--- config.mk ---
export PLATFORM = sky130hd
export DESIGN_NAME = fetch_sequencer
export DESIGN_NICKNAME = d
export VERILOG_FILES = /design/src/rtl/fetch_sequencer_pkg.sv /design/src/rtl/fetch_next_pc.sv /design/src/rtl/fetch_sequencer.sv
export SDC_FILE = /design/constraint.sdc
export NUM_CORES = 1
export LEC_CHECK = 0
export BUFFER_PORTS_ARGS = -buffer_cell sky130_fd_sc_hd__buf_2
export CAP_MARGIN = 20
export CORE_AREA = 5 5 123 125
export DETAILED_ROUTE_END_ITERATION = 7
export DIE_AREA = 0 0 128 130
export GPL_TIMING_DRIVEN = 0
export HOLD_SLACK_MARGIN = 0.06
export PLACE_DENSITY = 0.78
export REMOVE_ABC_BUFFERS = 1
export SYNTH_ARGS = -nofsm -noshare
export SYNTH_HDL_FRONTEND = slang
export SYNTH_SLANG_ARGS = --single-unit
--- constraint.sdc ---
create_clock -name clk_in -period 3.4 [get_ports clk_in]
set_input_delay 0.68 -clock clk_in [delete_from_list [all_inputs] [get_ports clk_in]]
set_output_delay 0.68 -clock clk_in [all_outputs]
set_load 0.03 [all_outputs]
--- src/rtl/fetch_sequencer_pkg.sv ---
// Shared constants, state encoding and hold-register payload for the fetch sequencer.
package fetch_sequencer_pkg;

    localparam int unsigned XLEN = 32;
    localparam logic [XLEN-1:0] RESET_PC_DEFAULT = 32'h0000_0000;

    localparam logic [6:0] OPC_JAL    = 7'b1101111;
    localparam logic [6:0] OPC_JALR   = 7'b1100111;
    localparam logic [6:0] OPC_BRANCH = 7'b1100011;

    typedef enum logic [2:0] {
        ST_FETCH,
        ST_WAIT,
        ST_HOLD,
        ST_DROP,
        ST_JALR_STALL
    } state_e;

    typedef struct packed {
        logic [XLEN-1:0] inst;
        logic [XLEN-1:0] addr;
    } fetch_op_t;

endpackage

--- src/rtl/fetch_next_pc.sv ---
// Next-PC computation from a fetched word: JAL/branch immediates and static prediction.
// Static BTFN branch prediction is enabled by defining FETCH_BRANCH_PREDICT_EN.
module fetch_next_pc
    import fetch_sequencer_pkg::*;
(
    input  logic [XLEN-1:0] inst_i,
    input  logic [XLEN-1:0] pc_i,
    output logic [XLEN-1:0] next_pc_o,
    output logic            pred_taken_o
);

    logic [XLEN-1:0] imm_j;
    logic [XLEN-1:0] imm_b;
    logic            br_taken;

    assign imm_j = {{12{inst_i[31]}}, inst_i[19:12], inst_i[20], inst_i[30:21], 1'b0};
    assign imm_b = {{20{inst_i[31]}}, inst_i[7], inst_i[30:25], inst_i[11:8], 1'b0};

`ifdef FETCH_BRANCH_PREDICT_EN
    // Backward branches (negative offset) are assumed to be loops and followed.
    assign br_taken = imm_b[12];
`else
    assign br_taken = 1'b0;
`endif

    always_comb begin
        next_pc_o    = pc_i + 32'd4;
        pred_taken_o = 1'b0;
        case (inst_i[6:0])
            OPC_JAL: begin
                next_pc_o    = pc_i + imm_j;
                pred_taken_o = 1'b1;
            end
            OPC_BRANCH: begin
                if (br_taken) begin
                    next_pc_o    = pc_i + imm_b;
                    pred_taken_o = 1'b1;
                end
            end
            default: ;
        endcase
    end

endmodule

--- src/rtl/fetch_sequencer.sv ---
// Instruction fetch controller feeding the fetched-op queue; one request outstanding at a time.
// Optional static branch prediction: FETCH_BRANCH_PREDICT_EN (see fetch_next_pc).
module fetch_sequencer
    import fetch_sequencer_pkg::*;
#(
    parameter logic [31:0] RESET_PC = RESET_PC_DEFAULT
) (
    input  logic        clk_in,
    input  logic        rst_in,
    input  logic        rdy_in,
    input  logic        mem_ready,
    output logic        mem_req,
    output logic [31:0] mem_addr,
    input  logic        mem_valid,
    input  logic [31:0] mem_data,
    output logic [31:0] inst_out,
    output logic [31:0] addr_out,
    output logic        pred_taken_out,
    output logic        inst_out_valid,
    input  logic        foq_full,
    input  logic        predict_fail,
    input  logic [31:0] redirect_addr,
    input  logic        jalr_done,
    input  logic [31:0] jalr_target
);

    state_e          state_q;
    logic [XLEN-1:0] pc_q;
    fetch_op_t       hold_q;

    logic [XLEN-1:0] next_pc;
    logic            next_pred;
    logic            active;

    fetch_next_pc u_next_pc (
        .inst_i       (hold_q.inst),
        .pc_i         (hold_q.addr),
        .next_pc_o    (next_pc),
        .pred_taken_o (next_pred)
    );

    // A redirect in the same cycle suppresses both the request and the FOQ push.
    assign active         = !rst_in && rdy_in && !predict_fail;
    assign mem_req        = active && (state_q == ST_FETCH) && mem_ready;
    assign mem_addr       = mem_req ? pc_q : 32'h0;
    assign inst_out_valid = active && (state_q == ST_HOLD) && !foq_full;
    assign inst_out       = hold_q.inst;
    assign addr_out       = hold_q.addr;
    assign pred_taken_out = next_pred;

    always_ff @(posedge clk_in) begin
        if (rst_in) begin
            state_q <= ST_FETCH;
            pc_q    <= RESET_PC;
            hold_q  <= '0;
        end else if (rdy_in) begin
            if (predict_fail) begin
                pc_q   <= redirect_addr;
                hold_q <= '0;
                // A response still in flight must be swallowed before refetching.
                if (((state_q == ST_WAIT) || (state_q == ST_DROP)) && !mem_valid) begin
                    state_q <= ST_DROP;
                end else begin
                    state_q <= ST_FETCH;
                end
            end else begin
                case (state_q)
                    ST_FETCH: begin
                        if (mem_ready) begin
                            state_q <= ST_WAIT;
                        end
                    end
                    ST_WAIT: begin
                        if (mem_valid) begin
                            hold_q.inst <= mem_data;
                            hold_q.addr <= pc_q;
                            state_q     <= ST_HOLD;
                        end
                    end
                    ST_HOLD: begin
                        if (!foq_full) begin
                            pc_q    <= next_pc;
                            state_q <= (hold_q.inst[6:0] == OPC_JALR) ? ST_JALR_STALL : ST_FETCH;
                        end
                    end
                    ST_JALR_STALL: begin
                        if (jalr_done) begin
                            pc_q    <= jalr_target;
                            state_q <= ST_FETCH;
                        end
                    end
                    ST_DROP: begin
                        if (mem_valid) begin
                            state_q <= ST_FETCH;
                        end
                    end
                    default: state_q <= ST_FETCH;
                endcase
            end
        end
    end

endmodule

### After elaboration in Yosys (flattened, before gate mapping)

Index checks and enable logic that the tools add are counted.

| storage, ports and cells | value |
|---|---|
| flip-flop bits (word level) | 99 |
| bits of input ports | 104 |
| logic and storage cells | 55 |

| operators by class | value |
|---|---|
| add/subtract/negate cells | 2 |
| equal/unequal tests | 11 |
| mux-type cells | 19 |
| reduce and logical (&&, ||, !) cells | 19 |

Operator list:

| operator | count |
|---|---|
| 2-to-1 mux 64 bit | 3 |
| 2-to-1 mux 32 bit | 5 |
| one-hot mux 32 bit (2 select lines) | 1 |
| adder 32 x 3 -> 32 bit, second input constant | 1 |
| adder 32 bit | 1 |
| 2-to-1 mux 3 bit | 7 |
| != test 3 bit, second input constant | 5 |
| one-hot mux 3 bit (5 select lines) | 1 |
| == test 7 bit, second input constant | 2 |
| logical AND 1 bit | 7 |
| == test 3 x 2 -> 1 bit, second input constant | 2 |
| AND reduction 6 bit | 1 |
| zero test 1 bit | 4 |
| AND reduction 4 bit | 1 |
| nonzero test 2 bit | 2 |
| == test 3 x 1 -> 1 bit, second input constant | 1 |
| == test 3 bit, second input constant | 1 |
| zero test 3 bit | 1 |
| AND reduction 3 bit | 1 |
| nonzero test 3 bit | 1 |
| 2-to-1 mux 2 bit | 1 |
| logical OR 1 bit | 1 |
| 2-to-1 mux 1 bit | 1 |

### Longest topological paths before layout

| depth | value |
|---|---|
| word-level depth | 6 |
| gate-level depth with buffers | 12 |
| gate-level depth less buffers | 12 |

### By module

From an unflattened synthesis, not the netlist that was laid out.

| unflattened totals | value |
|---|---|
| cells, all modules | 1022 |
| area total of the unflattened synthesis | 7946.4 µm² |

Modules (own cells, without submodules):

| module | instances | cells an instance | area each (µm²) | sequential area each (µm²) |
|---|---|---|---|---|
| fetch_sequencer | 1 | 620 | 5223.8 | 1981.9 |
| fetch_next_pc | 1 | 402 | 2722.6 | 0.0 |

### Worst setup path before layout

No wires, ideal clock.

| timing path | value |
|---|---|
| path type | input to output |
| start | input port jalr_done |
| end | output port inst_out_valid |
| arrival time | 2.240 ns |
| required time | 2.720 ns |
| setup slack | 0.480 ns |
| stages on the path | 5 |
| cells stage by stage | nor2_1 -> a21oi_1 -> o221ai_1 -> buf_2 -> nor4_1 |

RTL lines:

| what | RTL line | text |
|---|---|---|
| start, declared | fetch_sequencer.sv:23 | `input logic jalr_done,` |
| end, declared | fetch_sequencer.sv:19 | `output logic inst_out_valid,` |

### Worst setup path after layout

| timing path | value |
|---|---|
| start | input port rst_in |
| end | output port mem_addr[21] |

| on the way | value |
|---|---|
| longest elaborated chain between the ends | 6 |

Ends and longest elaborated chain:

| what | RTL line | text |
|---|---|---|
| start, declared | fetch_sequencer.sv:9 | `input logic rst_in,` |
| zero test 1 bit | fetch_sequencer.sv:43 | `assign active = !rst_in && rdy_in && !predict_fail;` |
| logical AND 1 bit (2 in series) | fetch_sequencer.sv:43 |  |
| logical AND 1 bit (2 in series) | fetch_sequencer.sv:44 | `assign mem_req = active && (state_q == ST_FETCH) && mem_ready;` |
| 2-to-1 mux 32 bit | fetch_sequencer.sv:45 | `assign mem_addr = mem_req ? pc_q : 32'h0;` |
| end, declared | fetch_sequencer.sv:13 | `output logic [31:0] mem_addr,` |

Every way passes these cells.

==> out/metrics.cfg <==
[yosys]
yosysMostFrequentCell=a21oi_1
ys_seq_elements=99
ys_warn_count=0
ys_types=83
async_reset_ff_share_pct=0
synth_edf_count=0
netlist_area_um2=7150
synth-seq-area-share_pct=27.7
ys_top_cells_by_area=dfxtp_1 (28%), a21oi_1 (9.5%), nor3b_1 (6.9%)
yosysTopAreaCell=dfxtp_1
synth_cells=948
avgSynthCellArea_um2=7.54
yosysTopAreaCellShare_pct=27.7
yosys-top-cells-count=a21oi_1 (136), nor2_1 (122), dfxtp_1 (99)
ys.flop_type=dfxtp_1

[final_layout]
post_layout_nonfiller_instances=1295
diodes=0
drive_gt1_share_pct=23.9
nets=1246
areaGrowthSynthToFinish_pct=20.9

[run]
cap_violations=0

[timing]
post-route-period-util_pct=97.0
setup_viol=0
worst_pin_slew_ns=0.927
hold_viol=0
finalMaxSlewViolations=0
period_needed_ns=3.30
slew_headroom_pct=38.2
rsz0062_at_grt=no
max_freq_mhz=303
clock_skew_ns=0.0107
setup_ws_ns=0.104

[cts]
clk_pin_slew_ns=0.07
cts_hold_buf=0
clk_latency_ns=0.36
cts_buffer_depth=2
clockRootBuffer=clkbuf_16
cts_tree=built
cts.sink_count=99
post_cts_buffers=0
cts_buffers=9
cts-htree-levels=3

[setup_path]
critical_path_class=input pin to primary output
arrival_ns=2.62
crit_path_top_delay_cell=nor3_2
max_stage_delay_ns=0.71
critPathCaptureType=primary output
path_cells=buf_4 > buf_12 > nor3_2 > buf_6 > and2_1 > buf_2
critPathRequiredTime_ns=2.72
crit_fanout=53
start_kind=input pin

[power_and_ir_drop]
p_sw_share_pct=28.2
power.density_nw_per_um2=313
clkPwrFrac_pct=39.7
p_sw_uw=763
combPwrFrac_pct=14.8
p_seq_share_pct=45.5
internal_power_uw=1940
cellLeakagePower_uw=0.00383
ir_worst_vdd_mv=0.306

[grt]
grt_usage_pct=25.2
met3_usage_pct=6.71
grt_pass1_vias=6905
globalRoute.busiestLayer=met2
antenna_found_initial=1
met2_usage_pct=41.7
grt_max_degree=94
grt_first_pass_wirelength_mm=34.3
globalRouteMet1Util_pct=32.6
gr-total-overflow=0

[min_path]
hold_class=flip-flop to flip-flop

[die]
initial_core_util_pct=51.9
coreArea_um2=13800
fp.dieH_um=130
die_area_um2=16600
dieWidth_um=128
rows=43
ios=203

[drt]
first_pass_iters=8
ant_nets=0
drc=0
vias_per_cell=5.89
drt-wirelength-per-cell_um=17.3
drt_iter0_markers=560
via_count=7633
routed_wl_mm=22.3

[placed_design]
placed_cells=1277
place_ws_ns=-0.0307
numPortBuffers=202
dp.final_hpwl_mm=15.6
gp_congestion=0.894

[run_status]
status=complete, no violations

[power by group through the flow]
stage	clock [uW]	sequential (uW)	combinational, uW
floorplan	0	1280	177
global placement	0	1250	369
detailed placement	0	1250	396
CTS	1090	1230	398
global route	1140	1230	439
finish	1070	1230	399
[critical path, delay by kind of cell]
kind	cells	cell delay, ns
buffers and inverters	4	1.00
AND/OR/NAND/NOR	2	0.89
[state kept, by name (all words and copies together) (netlist names)]
register,flops
pc_q,32
state_q,3
addr_out,32
inst_out,32
[logic make-up after synthesis]
kind of cell	count (synthesis)	synth area share, %
AND/OR/NAND/NOR	395	29.4
AO/OA/AOI/OAI	291	25.3
flip-flops	99	27.7
buffers and inverters	80	5.58
XOR/XNOR	47	5.76
adder cells (fa/ha/maj)	32	5.70
multiplexers	4	0.577
[final cells by class]
cell class / count / area [um2]
clock buffer: 9 / 225
clock inverter: 7 / 81.3
fill: 1308 / 5130
inverter: 16 / 61.3
multi-input combinational: 771 / 4840
sequential: 99 / 1980
tap: 180 / 225
timing repair buffer: 213 / 1230
[path summary, 6_finish.rpt]
kind | depth (start not counted) | end | from | slack, ns
setup reg to reg | 12 | pc_q[31] | addr_out[1] | 0.34
setup / recovery | 6 | mem_addr[21] | rst_in | 0.10
hold / removal | 2 | pc_q[14] | pc_q[14] | 0.46
hold reg to reg | 2 | pc_q[14] | pc_q[14] | 0.46
[per-layer routing]
| metal | vias up | wire, um |
|---|---|---|
| met3 | 50 | 1830 |
| met5 | - | 11 |
| li1 | 3740 | - |
| met1 | 3546 | 9540 |
| met2 | 295 | 10500 |
| met4 | 2 | 499 |
[placed cells by master, fill, tap and decap left out, types with 4 or more instances in the layout]
master	n
o21ai_0	46
nand2_1	65
dfxtp_1	99
xor2_1	21
inv_1	15
nor4_1	4
xnor2_1	26
nand3_1	17
nand4_1	12
nor2_1	122
a21oi_1	135
o21a_1	4
nor3_1	15
nor3b_1	65
a21o_1	16
a31oi_1	7
nand2b_1	12
inv_6	4
o21ai_1	4
and2_1	35
nand3b_1	4
buf_16	4
nor2b_1	7
o211ai_1	12
a211oi_1	17
and3_1	9
buf_2	200
clkbuf_16	9
buf_6	4
ha_1	31
[repair_timing]
action | in CTS | in global routing
cloned | 0 | 2
pin swaps | 0 | 1
setup endpoints to repair | 4 | 2
resized for setup | 2 | 1
[through the flow]
| step | area [um2] | TNS (ns) | util (%) | hold slack (ns) | total power (uW) |
|---|---|---|---|---|---|
| 3_3_place_gp | 8050 | -728.73 | 58.4 | 0.452 | 1620 |
| 4_1_cts | 8620 | 0 | 62.6 | 0.463 | 2710 |
| 3_5_place_dp | 8310 | -0.0307 | 60.4 | 0.454 | 1650 |
| 6_report | 8640 | 0 | 62.8 | 0.463 | 2700 |
| 5_1_grt | 8640 | 0 | 62.8 | 0.485 | 2810 |
| 2_1_floorplan | 6810 | -301.68 | - | 0.434 | 1460 |
No activity file was read; power rests on OpenSTA's default activity.
